$ cat config.mk
export PLATFORM = sky130hd
export DESIGN_NAME = fetch_unit
export DESIGN_NICKNAME = d
export VERILOG_FILES = /design/src/rtl/fetch_unit.sv
export SDC_FILE = /design/constraint.sdc
export NUM_CORES = 1
export LEC_CHECK = 0
export CAP_MARGIN = 20
export CORE_MARGIN = 1.5
export CORE_UTILIZATION = 40
export CTS_CLUSTER_DIAMETER = 80
export DETAILED_ROUTE_END_ITERATION = 10
export GPL_TIMING_DRIVEN = 0
export PLACE_DENSITY = 0.81
export SLEW_MARGIN = 20
export SYNTH_ARGS = -nofsm -noshare
export SYNTH_HDL_FRONTEND = slang
export SYNTH_SLANG_ARGS = --single-unit
$ cat constraint.sdc
create_clock -name clock -period 2.6 [get_ports clock]
set_input_delay 0.52 -clock clock [delete_from_list [all_inputs] [get_ports clock]]
set_output_delay 0.52 -clock clock [all_outputs]
set_load 0.01 [all_outputs]
$ cat src/rtl/fetch_unit.sv
// fetch_unit
//   Instruction fetch front-end. Reads the external program counter, issues
//   memory reads at that address, steps the pc once per fetched word and
//   loads it on a branch redirect. Fetched words are buffered together with
//   their addresses in a small FIFO toward the decode stage.
//
// Ports
//   clock          rising-edge clock
//   reset          asynchronous, active-low reset
//   pc_value       current pc output
//   pc_inc         step the pc (one pulse per buffered word)
//   pc_load        load the pc from pc_in (branch redirect)
//   pc_in          pc load value, always redirect_addr
//   mem_req        memory read request
//   mem_addr       memory read address, held while a request is outstanding
//   mem_ack        memory read done, mem_rdata valid this cycle
//   mem_rdata      memory read data
//   instr_valid    FIFO head valid
//   instr_data     FIFO head instruction word
//   instr_addr     address of FIFO head word
//   instr_ready    decoder accepts the head word
//   redirect       one-cycle branch pulse
//   redirect_addr  branch target
module fetch_unit #(
    parameter int BUS_WIDTH  = 16,
    parameter int DATA_WIDTH = 16,
    parameter int DEPTH      = 2
) (
    input  logic                  clock,
    input  logic                  reset,
    input  logic [BUS_WIDTH-1:0]  pc_value,
    output logic                  pc_inc,
    output logic                  pc_load,
    output logic [BUS_WIDTH-1:0]  pc_in,
    output logic                  mem_req,
    output logic [BUS_WIDTH-1:0]  mem_addr,
    input  logic                  mem_ack,
    input  logic [DATA_WIDTH-1:0] mem_rdata,
    output logic                  instr_valid,
    output logic [DATA_WIDTH-1:0] instr_data,
    output logic [BUS_WIDTH-1:0]  instr_addr,
    input  logic                  instr_ready,
    input  logic                  redirect,
    input  logic [BUS_WIDTH-1:0]  redirect_addr
);

    localparam int PTR_W = (DEPTH > 1) ? $clog2(DEPTH) : 1;
    localparam int CNT_W = PTR_W + 1;
    localparam logic [CNT_W-1:0] FULL_COUNT = CNT_W'(DEPTH);
    localparam logic [CNT_W-1:0] CNT_ONE    = CNT_W'(1);
    localparam logic [PTR_W-1:0] PTR_ONE    = PTR_W'(1);

    typedef enum logic [1:0] {
        S_ISSUE   = 2'd0,
        S_WAIT    = 2'd1,
        S_DISCARD = 2'd2
    } state_t;

    state_t                r_state;
    logic [BUS_WIDTH-1:0]  r_addrQ;
    logic [DATA_WIDTH-1:0] r_fifoData [DEPTH];
    logic [BUS_WIDTH-1:0]  r_fifoAddr [DEPTH];
    logic [PTR_W-1:0]      r_wrPtr;
    logic [PTR_W-1:0]      r_rdPtr;
    logic [CNT_W-1:0]      r_count;

    logic w_notFull;
    logic w_issue;
    logic w_push;
    logic w_pop;

    // Fullness looks at the registered count only, so a word leaving the
    // FIFO this cycle never makes room for a new request in the same cycle.
    assign w_notFull = (r_count < FULL_COUNT);

    // A new request starts only from ISSUE; a redirect suppresses it because
    // the pc is being reloaded and pc_value is stale.
    assign w_issue = reset && (r_state == S_ISSUE) && w_notFull && !redirect;

    // Data is kept only for a request that is not being redirected away;
    // DISCARD never pushes since its data belongs to the old path.
    assign w_push = reset && !redirect && mem_ack &&
                    (w_issue || (r_state == S_WAIT));
    assign w_pop  = instr_valid && instr_ready;

    // An outstanding request (WAIT or DISCARD) is never aborted, even
    // across a redirect; all outputs are forced quiet while in reset.
    assign mem_req  = w_issue || (reset && (r_state != S_ISSUE));
    assign mem_addr = (r_state == S_ISSUE) ? pc_value : r_addrQ;

    assign pc_inc  = w_push;
    assign pc_load = reset && redirect;
    assign pc_in   = redirect_addr;

    assign instr_valid = (r_count != '0);
    assign instr_data  = r_fifoData[r_rdPtr];
    assign instr_addr  = r_fifoAddr[r_rdPtr];

    // Request sequencing. A same-cycle ack in ISSUE completes the fetch
    // immediately; otherwise the address is held in r_addrQ until the ack.
    // A redirect while waiting turns the pending read into one whose data
    // will be thrown away.
    always_ff @(posedge clock or negedge reset) begin
        if (!reset) begin
            r_state <= S_ISSUE;
            r_addrQ <= '0;
        end else begin
            case (r_state)
                S_ISSUE: begin
                    if (w_issue) begin
                        r_addrQ <= pc_value;
                        if (!mem_ack) begin
                            r_state <= S_WAIT;
                        end
                    end
                end
                S_WAIT: begin
                    if (mem_ack) begin
                        r_state <= S_ISSUE;
                    end else if (redirect) begin
                        r_state <= S_DISCARD;
                    end
                end
                S_DISCARD: begin
                    if (mem_ack) begin
                        r_state <= S_ISSUE;
                    end
                end
                default: r_state <= S_ISSUE;
            endcase
        end
    end

    // FIFO bookkeeping. A redirect flushes everything at the edge, taking
    // priority over any push or pop in that cycle.
    always_ff @(posedge clock or negedge reset) begin
        if (!reset) begin
            r_wrPtr <= '0;
            r_rdPtr <= '0;
            r_count <= '0;
        end else if (redirect) begin
            r_wrPtr <= '0;
            r_rdPtr <= '0;
            r_count <= '0;
        end else begin
            if (w_push) begin
                r_wrPtr <= r_wrPtr + PTR_ONE;
            end
            if (w_pop) begin
                r_rdPtr <= r_rdPtr + PTR_ONE;
            end
            case ({w_push, w_pop})
                2'b10:   r_count <= r_count + CNT_ONE;
                2'b01:   r_count <= r_count - CNT_ONE;
                default: r_count <= r_count;
            endcase
        end
    end

    // FIFO storage needs no reset; entries are only read when counted valid.
    always_ff @(posedge clock) begin
        if (w_push) begin
            r_fifoData[r_wrPtr] <= mem_rdata;
            r_fifoAddr[r_wrPtr] <= mem_addr;
        end
    end

endmodule

Word-level counts from Yosys, hierarchy flattened --
Memories as Yosys holds them, arrays and structs flattened. Cells that the tools add are included.
Storage, ports and cells: memories 2, register bits after elaboration 22, RAM bits 64
Memories:
- r_fifoAddr | words 2, bits a word 16, rd ports 1, clocked after memory_dff 0, wr ports 1, line 62 | logic [BUS_WIDTH-1:0] r_fifoAddr [DEPTH];
- r_fifoData | words 2, bits a word 16, rd ports 1, clocked after memory_dff 0, wr ports 1, line 61 | logic [DATA_WIDTH-1:0] r_fifoData [DEPTH];
Cells by class: muxes and demuxes 15, add/subtract/negate cells 4, reduce and logical (&&, ||, !) cells 20, magnitude comparators 1, eq/ne operators 8
Operators by type and width (count):
- $mux W16 | 1
- $mux W2 | 6
- $logic_and A1 B1 Y1 | 9
- $reduce_bool A2 Y1 | 4
- $mux W1 | 6
- $ne A2 B2 Y1 const B | 3
- $pmux W2 S3 | 1
- $eq A2 B1 Y1 const B | 2
- $eq A2 B2 Y1 const B | 2
- $pmux W2 S2 | 1
- $reduce_and A4 Y1 | 1
- $ne A3 B3 Y1 const B | 1
- $reduce_bool A3 Y1 | 1
- $add A1 B1 Y1 const B | 2
- $add A2 B1 Y2 const B | 1
- $logic_not A2 Y1 | 1
- $logic_or A1 B1 Y1 | 2
- $lt A2 B2 Y1 const B | 1
- $reduce_and A2 Y1 | 1
- $sub A2 B1 Y2 const B | 1
- $logic_not A1 Y1 | 1

Longest topological paths before layout --
Gate-level depths: netlist of run 1.
word-level depth 9, gate-level depth with buffers 5

Worst setup path after synthesis of run 1 --
OpenSTA, ideal clock, no wires.
path kind input to register, start in redirect, end mem r_fifoAddr[0][0], enable pin, cell stages on the path 4, path slack 0.309 ns, data required time 2.213 ns, library setup time 0.387 ns, arrival 1.904 ns, buffers on the path 1, cell sequence buf_2 nand4bb_1 or3_1 inv_1
On the way: cells in the longest elaborated chain, start to end 6, elaborated cells on any way between the ends 8
RTL lines:
- from (decl) | line 43 | input logic redirect,
- $logic_not A1 Y1 * | line 78, 82
- $logic_and A1 B1 Y1, on equally long branches | line 82, 78
- $logic_and A1 B1 Y1 or $logic_or A1 B1 Y1 (tied branches) | line 82, 83
- $logic_and A1 B1 Y1 * | line 82 | assign w_push = reset && !redirect && mem_ack &&
- $mux W1 * | line 162 | if (w_push) begin
- $mux W1 (not written as such) * | line 164 | r_fifoAddr[r_wrPtr] <= mem_addr;
- to (decl) | line 62
Every way passes the cells marked *; elsewhere a longest branch is shown, timed or not.

Worst setup path in the final report of run 1 --
start reg r_state[0], end out mem_addr[0]
On the way: cells in the longest elaborated chain, start to end 2
RTL lines:
- from (decl) | line 59 | state_t r_state;
- from (signal assigned) | line 105 | r_state <= S_ISSUE;
- from (signal assigned) | line 113 | r_state <= S_WAIT;
- from (signal assigned) | line 119 | r_state <= S_ISSUE;
- $logic_not A2 Y1 | line 89 | assign mem_addr = (r_state == S_ISSUE) ? pc_value : r_addrQ;
- $mux W16 | line 89
- to (decl) | line 36 | output logic [BUS_WIDTH-1:0] mem_addr,
Every way passes these cells.

==> results of run 1 <==
## timing repair
item,4_1_cts,5_1_grt
pin swaps,2,0
setup buffers,3,0
endpoints found under the setup margin,40,14
cloned,0,0
gates resized for setup,9,14
## layout make-up
| cell class | instances | area, sq um |
|---|---|---|
| sequential | 86 | 2474 |
| tap | 108 | 135.1 |
| timing repair buffer | 107 | 1114 |
| clock inverter | 7 | 50.05 |
| multi-input combinational | 101 | 1023 |
| clock buffer | 9 | 123.9 |
| inverter | 2 | 7.507 |
| buffer | 24 | 192.7 |
| fill | 714 | 3686 |
## final timing paths
| kind | end | slack [ns] |
|---|---|---|
| hold reg to reg | r_addrQ[8] | 0.50 |
| setup reg to reg | r_fifoAddr[0][8] | 0.48 |
| setup / recovery | mem_addr[0] | 0.08 |
| hold / removal | r_addrQ[2] | 0.09 |
| max in group asynchronous | r_state[1] | 2.21 |
| min in group clock | r_rdPtr | 0.46 |
## state kept, by name, summed over array words and instances, names as in the netlist
signal,flops
r_rdPtr,1
r_count,2
r_state,2
r_addrQ,16
r_wrPtr,1
r_fifoAddr,32
r_fifoData,32
## per-layer routing
metal / share of wire / wire (um)
met4: 0.0095 / 71
met2: 0.51 / 3783
met3: 0.059 / 441
met5: 0 / 0
met1: 0.42 / 3157
## cell usage in the layout, fill, tap and decap left out, drive strengths merged, types with 2 or more instances in the layout
cell type and count:
nor2b 2, nand2 2, edfxtp 64, dfrtp 22, clkbuf 10, clkdlybuf4s50 88
inv 3, o21ai 3, mux2 64, a21oi 5, buf 28, clkinvlp 2
nor2 5, nand2b 3, dlymetal6s2s 14, clkinv 4
## power by group through the flow
| stage | Sequential (mW) | Combinational [mW] | Clock (mW) |
|---|---|---|---|
| global route | 1.60 | 0.512 | 0.916 |
| floorplan | 1.62 | 0.242 | 0 |
| global placement | 1.62 | 0.468 | 0 |
| detailed placement | 1.62 | 0.482 | 0 |
| CTS | 1.60 | 0.494 | 0.862 |
| finish | 1.60 | 0.481 | 0.837 |
## cells by family after synthesis
group / share of synthesized area
multiplexers: 0.2042
buffers and inverters: 0.04968
AO/OA/AOI/OAI: 0.01769
XOR/XNOR: 0.002382
AND/OR/NAND/NOR: 0.05377
flip-flops: 0.6723
## worst max-delay path: cells and delay by family, from the launching register on
kind,cells,cell delay (ns)
and+or+nand+nor,1,0.12
muxes,1,0.36
buffers and inverters,3,0.79
DFF,1,0.38
==> summary.md, run 1 <==
| Metric | Value |
|---|---|
| Initial antenna violation count | `0` |
| Synth top area share | `0.5226` |
| Gate power share | `0.165` |
| Post-route core utilization | `0.5814` |
| Crit Path Max Fanout | `9` |
| Endpoints failing setup | `0` |
| Largest net degree at the start of global routing | `33` |
| Switching Fraction | `0.2421` |
| Relative slew slack | `0.4605` |
| Critical Path AT | `2.00 ns` |
| Die span in x | `98.88 um` |
| First drt pass iteration count | `7` |
| Setup Skew | `0.009102 ns` |
| Met1 Use GR | `0.1855` |
| Failing checks | `design-rule violations` |
| DR vias | `2190` |
| Reg2reg start | `r_count[1]` |
| Met2 Track Usage GR | `0.2796` |
| Post-Syn Area | `3677 sq um` |
| HP Class | `in2async` |
| Residual DRC count | `6` |
| Pwr dens | `569.1 nW/um^2` |
| Pint | `2.208 mW` |
| Final GP Congestion | `0.6964` |
| Leading area contributor after synthesis | `edfxtp_1` |
| Layer with the highest usage | `met2` |
| Worst hold margin | `0.09187 ns` |
| CTS sink count | `86` |
| Clock-pin slew on the worst setup and hold paths | `0.09 ns` |
| Worst reg-to-reg path cell count | `4` |
| Area Growth Syn to Fin | `39.23%` |
| Actual slew at the worst max-slew pin | `0.8080 ns` |
| Number of nets in the layout | `384` |
| Final hold viol count | `0` |
| Row count | `34` |
| Crit Path Category | `reg2out` |
| Sequential area share after synthesis | `0.6723` |
| Ranking of synthesized cells by area | `edfxtp_1 52%, mux2_2 17%, dfrtp_1 15%` |
| Root buf cell | `clkbuf_8` |
| First-pass GRT wire length | `11750 um` |
| Syn nets | `267` |
| Maxcap violations | `0` |
| Initial Util | `0.4176` |
| Hold buffers post-CTS | `0` |
| Met3 usage | `0.04610` |
| Routed WL per cell | `16.79 um` |
| Unique masters post-synth | `35` |
| Placed cell count | `426` |
| Antenna-violating nets left | `0` |
| Core area | `8806 sq um` |
| Final min period | `2.518 ns` |
| Fin crit share | `0.9685` |
| Top-count cell post-synth | `edfxtp_1` |
| CTS tree | `yes` |
| Clk_lat worst skew | `0.34 ns` |
| Post-Layout Cell Count | `444` |
| Total wire length | `7454 um` |
| Count of yosys warnings during synthesis | `0` |
| Max IR drop VDD | `0.3184 mV` |
| Max incr delay on CP | `0.48 ns` |
| Leakage Power | `2.000 nW` |
| CP Capture Type | `output pin` |
| Ports | `121` |
| Slew Viols, Final | `0` |
| Net Sw Power | `0.7055 mW` |
| Cells after Synth | `214` |
| Diode count | `0` |
| Critical path, cell by cell | `buf_6 > nor2_8 > buf_4 > mux2_2 > clkdlybuf4s50_1` |
| Overall Power | `2.914 mW` |
| Sequential power share | `0.548` |
| Status | `complete, but fails checks` |
| Primary FF master, synth | `edfxtp_1` |
| Worst endpoint required time | `2.08 ns` |
| Pre-CTS setup slack | `-0.2454 ns` |
| Placed Area | `4867 sq um` |
| Congestion Overflow GR | `0` |
| Yosys reg bits | `86` |
| Tot GR Track Use | `0.1572` |
| Setup ws final | `0.08194 ns` |
| Total CTS buffers | `9` |
| Worst setup path start | `r_state[0]` |
| Port bufs | `103` |
| Die Y | `98.88 um` |
| H-tree Lvls | `3` |
| Final instance area | `5120 sq um` |
| Kind of start point of the critical path | `register` |
| Clk pwr share | `0.287` |
| Layout cells sized above 1 | `0.3393` |
| Clock Path Buffers | `2` |
| Max Clk Rate | `397.1 MHz` |
| DIE AREA | `9777 sq um` |
| Routed vias/inst | `4.932` |
| Post-synth EDFFs | `64` |
| Initial DRC Count | `67` |
| RSZ-0062 raised after global routing | `false` |
| Avg Synthesized Cell Area | `17.18 sq um` |
| Vias in the first global route | `2342` |
| Synth top cells by count | `64 x edfxtp_1, 54 x mux2_2, 22 x dfrtp_1` |
| CP max stage cell | `clkdlybuf4s50_1` |
| DPL Wire Length | `5026 um` |
| Setup TNS | `0 ns` |
| Asr flop ratio synth | `0.2558` |
No activity file was read; power rests on OpenSTA's default activity.
==> run 2, diff against run 1 <==
--- a/config.mk
+++ b/config.mk
@@ -6,12 +6,14 @@
 export NUM_CORES = 1
 export LEC_CHECK = 0
 export CAP_MARGIN = 20
+export CELL_PAD_IN_SITES_DETAIL_PLACEMENT = 1
+export CELL_PAD_IN_SITES_GLOBAL_PLACEMENT = 2
 export CORE_MARGIN = 1.5
-export CORE_UTILIZATION = 40
+export CORE_UTILIZATION = 31
 export CTS_CLUSTER_DIAMETER = 80
 export DETAILED_ROUTE_END_ITERATION = 10
 export GPL_TIMING_DRIVEN = 0
-export PLACE_DENSITY = 0.81
+export PLACE_DENSITY = 0.89
 export SLEW_MARGIN = 20
 export SYNTH_ARGS = -nofsm -noshare
 export SYNTH_HDL_FRONTEND = slang
==> run 2 against run 1 <==
The run still ends with design-rule violations left; worst hold slack better by 0.013 ns; global-route usage is 2.0 points lower; die area is 28% higher; clock skew is 0.00085 ns lower; sequential power hardly changed; via count is 1.8% higher; flip-flop and latch count stayed put; first-iteration DRC count is 3.0% higher; clock-buffer cell count stayed put; sequential share of layout area is 1.8 points lower; combinational power is 2% higher.
==> summary.md, run 2 (synthesis results as in run 1) <==
| Metric | Value |
|---|---|
| Critical Path AT | `2.01 ns (about the same)` |
| Final min period | `2.530 ns (+0.01203 ns)` |
| Commonest non-fill, non-tap cell in the layout | `clkdlybuf4s50_1` |
| H-tree Lvls | `3 (unchanged)` |
| Initial DRC Count | `69 (+3.0%)` |
| Post-Layout Cell Count | `481 (+8.3%)` |
| Total CTS buffers | `9 (unchanged)` |
| RSZ-0062 raised after global routing | `false` |
| Congestion Overflow GR | `0 (unchanged)` |
| Multi-input gate area | `1028 sq um (+0.49%)` |
| Layout cells sized above 1 | `0.3491 (+0.009827)` |
| Area Growth Syn to Fin | `44.64%` |
| First-pass GRT wire length | `12880 um (+9.6%)` |
| Post-route core utilization | `0.4619 (-0.1196)` |
| Pwr dens | `651.9 nW/um^2 (+15%)` |
| Final GP Congestion | `0.6901 (-0.90%)` |
| Failing checks | `design-rule violations` |
| Port bufs | `103 (unchanged)` |
| Final hold viol count | `0 (unchanged)` |
| DR vias | `2229 (+1.8%)` |
| Crit Path Category | `reg2out` |
| Fin crit share | `0.9731 (+0.004625)` |
| Die Y | `111.9 um (+13%)` |
| Most frequent cells in the layout | `97 x clkdlybuf4s50_1, 64 x edfxtp_1, 54 x mux2_2` |
| Tot GR Track Use | `0.1372 (-0.02005)` |
| Worst endpoint required time | `2.08 ns (about the same)` |
| Max Clk Rate | `395.2 MHz (-0.48%)` |
| Largest net degree at the start of global routing | `33 (unchanged)` |
| Clk_lat worst skew | `0.34 ns (about the same)` |
| Worst hold margin | `0.1049 ns (+0.01298 ns)` |
| Pre-CTS setup slack | `-0.2798 ns (-0.03434 ns)` |
| Initial Util | `0.3193 (-0.09827)` |
| Leakage Power | `1.998 nW (-0.11%)` |
| Routed vias/inst | `4.634 (-6.0%)` |
| Antenna-violating nets left | `0 (unchanged)` |
| Ports | `121 (unchanged)` |
| R2R setup slack | `0.39 ns (-0.09 ns)` |
| Crit Path Max Fanout | `10 (+1)` |
| Endpoints failing setup | `0 (unchanged)` |
| FF+latch area | `2475 sq um (about the same)` |
| DPL Wire Length | `5598 um (+11%)` |
| Diode count | `0 (unchanged)` |
| Row count | `39 (+15%)` |
| Setup ws final | `0.06991 ns (-0.01203 ns)` |
| CTS tree | `yes` |
| Routed WL per cell | `17.20 um (+2.4%)` |
| Actual slew at the worst max-slew pin | `0.7588 ns (-0.04928 ns)` |
| Fill cells | `1145 (+60%)` |
| Residual DRC count | `8 (+2)` |
| Clock-pin slew on the worst setup and hold paths | `0.07 ns (-0.02 ns)` |
| HP Class | `in2async` |
| Root buf cell | `clkbuf_16` |
| DIE AREA | `12530 sq um (+28%)` |
| Relative slew slack | `0.4942 (+0.03364)` |
| Setup TNS | `0 ns (unchanged)` |
| Reg2reg start | `r_state[1]` |
| Worst reg-to-reg path cell count | `4 (unchanged)` |
| Worst reg2reg endpoint | `r_fifoAddr[0][8]` |
| Initial antenna violation count | `0 (unchanged)` |
| Maxcap violations | `0 (unchanged)` |
| Kind of start point of the critical path | `register` |
| CTS sink count | `86 (unchanged)` |
| Setup Skew | `0.008257 ns (-0.0008458 ns)` |
| Slew Viols, Final | `0 (unchanged)` |
| Max IR drop VDD | `0.3527 mV (+11%)` |
| Core area | `11520 sq um (+31%)` |
| Biggest regs | `r_fifoAddr: 32 flops, r_fifoData: 32 flops, r_addrQ: 16 flops` |
| Number of nets in the layout | `386 (+0.52%)` |
| Vias in the first global route | `2407 (+2.8%)` |
| Total wire length | `8273 um (+11%)` |
| Placed cell count | `461 (+8.2%)` |
| Die span in x | `111.9 um (+13%)` |
| Clock Path Buffers | `2 (unchanged)` |
| CP Capture Type | `output pin` |
| Status | `complete, but fails checks` |
| First drt pass iteration count | `9 (+2)` |
-- run 2: through the flow --
| step | power (mW) | cell area, sq um |
|---|---|---|
| 6_report | 3.467 | 5319 |
| 5_1_grt | 3.603 | 5319 |
| 4_1_cts | 3.519 | 5279 |
| 3_5_place_dp | 2.112 | 4911 |
| 3_3_place_gp | 2.095 | 4887 |
| 2_1_floorplan | 1.857 | 3677 |
-- run 2: cell type report --
type                            instances  share of cell area
Buffer                                 24             0.03787
Multi-Input combinational cell        101              0.1934
Inverter                                2            0.001411
Tap cell                              143             0.03364
Clock inverter                          7             0.01811
Clock buffer                            9             0.04234
Timing Repair Buffer                  109              0.2080
Sequential cell                        86              0.4653
-- run 2: routing by layer --
metal	track usage	part of all wire	wire length (um)
met5	0	0	0
met4	0.05726	0.014	115
met3	0.03593	0.065	536
met2	0.2267	0.50	4121
met1	0.1711	0.42	3500
-- run 2: worst max path at each step --
stage | cells past startpoint | from | slack [ns] | to
finish | 5 | r_state[0] | 0.07 | mem_addr[8]
global route | 5 | r_state[0] | 0.001 | mem_addr[12]
CTS | 5 | r_state[1] | 0.009 | mem_req
detailed placement | 5 | reset | -0.28 | mem_req
global placement | 3 | reset | -1.59 | r_fifoData[1][2]
floorplan | 4 | redirect | 0.31 | r_fifoAddr[0][0]
-- run 2: what timing repair did --
action | CTS | global route
endpoints found under the setup margin | 40 | 14
setup buffers | 2 | 3
hold buffers | 0 | 0
gates resized for setup | 12 | 7
pin swaps | 2 | 1
-- run 2: worst max-delay path, stage by stage (launching register included) --
cell	delay [ns]
dfrtp_1	0.37
buf_6	0.14
nor2_8	0.12
buf_8	0.17
mux2_2	0.37
clkdlybuf4s50_1	0.50
-- run 2: report_power, final --
| part | switching (mW) | internal (mW) |
|---|---|---|
| combinational | 0.189 | 0.304 |
| clock | 0.533 | 0.843 |
| sequential | 0.0328 | 1.57 |
==> run 3, diff against run 2 <==
--- a/config.mk
+++ b/config.mk
@@ -5,7 +5,7 @@
 export SDC_FILE = /design/constraint.sdc
 export NUM_CORES = 1
 export LEC_CHECK = 0
-export CAP_MARGIN = 20
+export ABC_CLOCK_PERIOD_IN_PS = 2600
 export CELL_PAD_IN_SITES_DETAIL_PLACEMENT = 1
 export CELL_PAD_IN_SITES_GLOBAL_PLACEMENT = 2
 export CORE_MARGIN = 1.5
@@ -14,7 +14,6 @@
 export DETAILED_ROUTE_END_ITERATION = 10
 export GPL_TIMING_DRIVEN = 0
 export PLACE_DENSITY = 0.89
-export SLEW_MARGIN = 20
 export SYNTH_ARGS = -nofsm -noshare
 export SYNTH_HDL_FRONTEND = slang
 export SYNTH_SLANG_ARGS = --single-unit
==> run 3 against run 2 <==
The run still ends with design-rule violations left; non-clock buffer count down 2; sequential share of layout area up 0.19 points; clock-buffer cell count unchanged; via count down 1.1%; cell count down 0.42%; cell area down 0.40%; maximum frequency up 0.31%; critical endpoint is now mem_addr[5]; largest power group unchanged.
==> summary.md, run 3 (synthesis results as in run 1) <==
| Metric | Value |
|---|---|
| Status | `complete, but fails checks` |
| Failing checks | `design-rule violations` |
| Initial DRC Count | `62 (-10%)` |
| Maxcap violations | `0 (unchanged)` |
| Largest net degree at the start of global routing | `33 (unchanged)` |
| Endpoints failing setup | `0 (unchanged)` |
| Core area | `11520 sq um (unchanged)` |
| Most frequent cells in the layout | `93 x clkdlybuf4s50_1, 64 x edfxtp_1, 54 x mux2_2` |
| Vias in the first global route | `2411 (+0.17%)` |
| DIE AREA | `12530 sq um (unchanged)` |
| Worst reg2reg endpoint | `r_fifoAddr[0][15]` |
| Gate power share | `0.141 (about the same)` |
| Pint | `2.709 mW (-0.12%)` |
| Clk pwr share | `0.396 (about the same)` |
| Worst hold margin | `0.1073 ns (+0.002481 ns)` |
| Final instance area | `5298 sq um (-0.40%)` |
| Layout cells sized above 1 | `0.3452 (-0.003874)` |
| Routed vias/inst | `4.603 (-0.66%)` |
| Worst reg-to-reg path cell count | `3 (-1)` |
| Max incr delay on CP | `0.49 ns (about the same)` |
| Slew Viols, Final | `0 (unchanged)` |
| Max Clk Rate | `396.5 MHz (+0.31%)` |
| Clock-pin slew on the worst setup and hold paths | `0.06 ns (about the same)` |
| Die Y | `111.9 um (unchanged)` |
| Final min period | `2.522 ns (-0.007912 ns)` |
| Post-Layout Cell Count | `479 (-0.42%)` |
| Row count | `39 (unchanged)` |
| First drt pass iteration count | `9 (unchanged)` |
| Biggest regs | `r_fifoAddr: 32 flops, r_fifoData: 32 flops, r_addrQ: 16 flops` |
| Reg2reg start | `r_state[1]` |
| Net Sw Power | `0.7450 mW (-1.3%)` |
| Residual DRC count | `8 (unchanged)` |
| Routed WL per cell | `17.13 um (-0.42%)` |
| Crit Path Max Fanout | `10 (unchanged)` |
| Worst path top cell family by delay | `buffers and inverters` |
| Placed Area | `4888 sq um (-0.46%)` |
| DR vias | `2205 (-1.1%)` |
| Critical path, cell by cell | `buf_6 > nor2_8 > buf_8 > mux2_2 > clkdlybuf4s50_1` |
| Crit Path Category | `reg2out` |
| Switching Fraction | `0.2157 (-0.002023)` |
| CP Capture Type | `output pin` |
| H-tree Lvls | `3 (unchanged)` |
| Root buf cell | `clkbuf_16` |
| Final GP Congestion | `0.6901 (unchanged)` |
| Final hold viol count | `0 (unchanged)` |
| Sequential power share | `0.463 (+0.002)` |
| Pwr dens | `652.0 nW/um^2 (about the same)` |
| Clk_lat worst skew | `0.33 ns (about the same)` |
| Commonest non-fill, non-tap cell in the layout | `clkdlybuf4s50_1` |
| Worst endpoint required time | `2.08 ns (about the same)` |
| Antenna-violating nets left | `0 (unchanged)` |
| Area Growth Syn to Fin | `44.06%` |
| Kind of start point of the critical path | `register` |
| R2R setup slack | `0.52 ns (+0.13 ns)` |
| HP Class | `in2async` |
| Diode count | `0 (unchanged)` |
| Setup ws final | `0.07782 ns (+0.007912 ns)` |
| Total wire length | `8204 um (-0.83%)` |
| CP max stage cell | `clkdlybuf4s50_1` |
| RSZ-0062 raised after global routing | `false` |
| Pre-CTS setup slack | `-1.647 ns (-1.367 ns)` |
| Leakage Power | `2.012 nW (+0.69%)` |
| Die span in x | `111.9 um (unchanged)` |
| Relative slew slack | `0.4468 (-0.04738)` |
| Setup TNS | `0 ns (unchanged)` |
| Max IR drop VDD | `0.3513 mV (-0.42%)` |
| Ports | `121 (unchanged)` |
| Port bufs | `103 (unchanged)` |
| Fill cells | `1152 (+0.61%)` |
| Clock Path Buffers | `2 (unchanged)` |
| Congestion Overflow GR | `0 (unchanged)` |
| Initial Util | `0.3193 (unchanged)` |
| DPL Wire Length | `5450 um (-2.6%)` |
| CTS tree | `yes` |
| Tot GR Track Use | `0.1371 (about the same)` |
| Total CTS buffers | `9 (unchanged)` |
| CTS sink count | `86 (unchanged)` |
| Critical Path AT | `2.00 ns (about the same)` |
| Placed cell count | `460 (-0.22%)` |
| Number of nets in the layout | `384 (-0.52%)` |
| Actual slew at the worst max-slew pin | `0.8298 ns (+0.07107 ns)` |
| Initial antenna violation count | `0 (unchanged)` |
| Setup Skew | `0.004911 ns (-0.003346 ns)` |
| First-pass GRT wire length | `12990 um (+0.80%)` |
| Fin crit share | `0.9701 (-0.003043)` |
| Buf/Inv on CP | `3 (unchanged)` |
## run 3: cell count changes in the layout (fill, tap and decap cells not counted)
| cell | previous run | this run |
|---|---|---|
| clkinvlp_4 | 2 | 3 |
| inv_2 | 1 | 0 |
| buf_16 | 1 | 0 |
| clkdlybuf4s50_1 | 97 | 93 |
| dlymetal6s2s_1 | 5 | 9 |
| buf_4 | 25 | 24 |
## run 3: metal layers
metal / global-route usage / up-vias / routed length (um)
li1: - / 1019 / -
met5: 0 / - / 0
met3: 0.03865 / 9 / 487
met4: 0.04957 / 0 / 87
met2: 0.2346 / 80 / 4213
met1: 0.1656 / 1097 / 3416
## run 3: power groups by stage
stage | logic, mW | clock network (mW) | registers, mW
after global routing | 0.524 | 1.46 | 1.61
after detailed placement | 0.485 | 0 | 1.63
after global placement | 0.475 | 0 | 1.62
final | 0.488 | 1.37 | 1.60
after floorplan | 0.242 | 0 | 1.62
after CTS | 0.500 | 1.41 | 1.60
## run 3: worst max path at each step
stage / start / endpoint / depth (start not counted)
5_1_grt: r_state[0] / mem_addr[10] / 5
3_3_place_gp: reset / r_fifoData[1][2] / 3
2_1_floorplan: redirect / r_fifoAddr[0][0] / 4
4_1_cts: r_state[1] / mem_req / 5
3_5_place_dp: reset / r_fifoData[0][0] / 4
6_report: r_state[0] / mem_addr[5] / 5
## run 3: layout make-up
class	count	area (sq um)	area share
plain buffers	24	201.4	0.03803
clock buffers	9	225.2	0.04251
inverters	2	11.26	0.002126
multi-input cells	101	1028	0.1941
well taps	143	178.9	0.03377
repair buffers	107	1081	0.2041
flip-flops and latches	86	2475	0.4672
clock inverters	7	96.34	0.01819
## run 3: what timing repair did
| action | 4_1_cts | 5_1_grt |
|---|---|---|
| endpoints found under the setup margin | 124 | 11 |
| buffers inserted | 2 | 2 |
| hold buffers | 0 | 0 |
| pin swaps | 2 | 1 |
| endpoints found under the hold margin | 0 | 0 |
| resized for setup | 19 | 10 |
## run 3: metrics by stage
stage / power [mW] / utilization
after floorplan: 1.857 / -
after global placement: 2.095 / 0.4244
after detailed placement: 2.112 / 0.4245
after CTS: 3.511 / 0.4566
after global routing: 3.589 / 0.4600
final: 3.454 / 0.4600
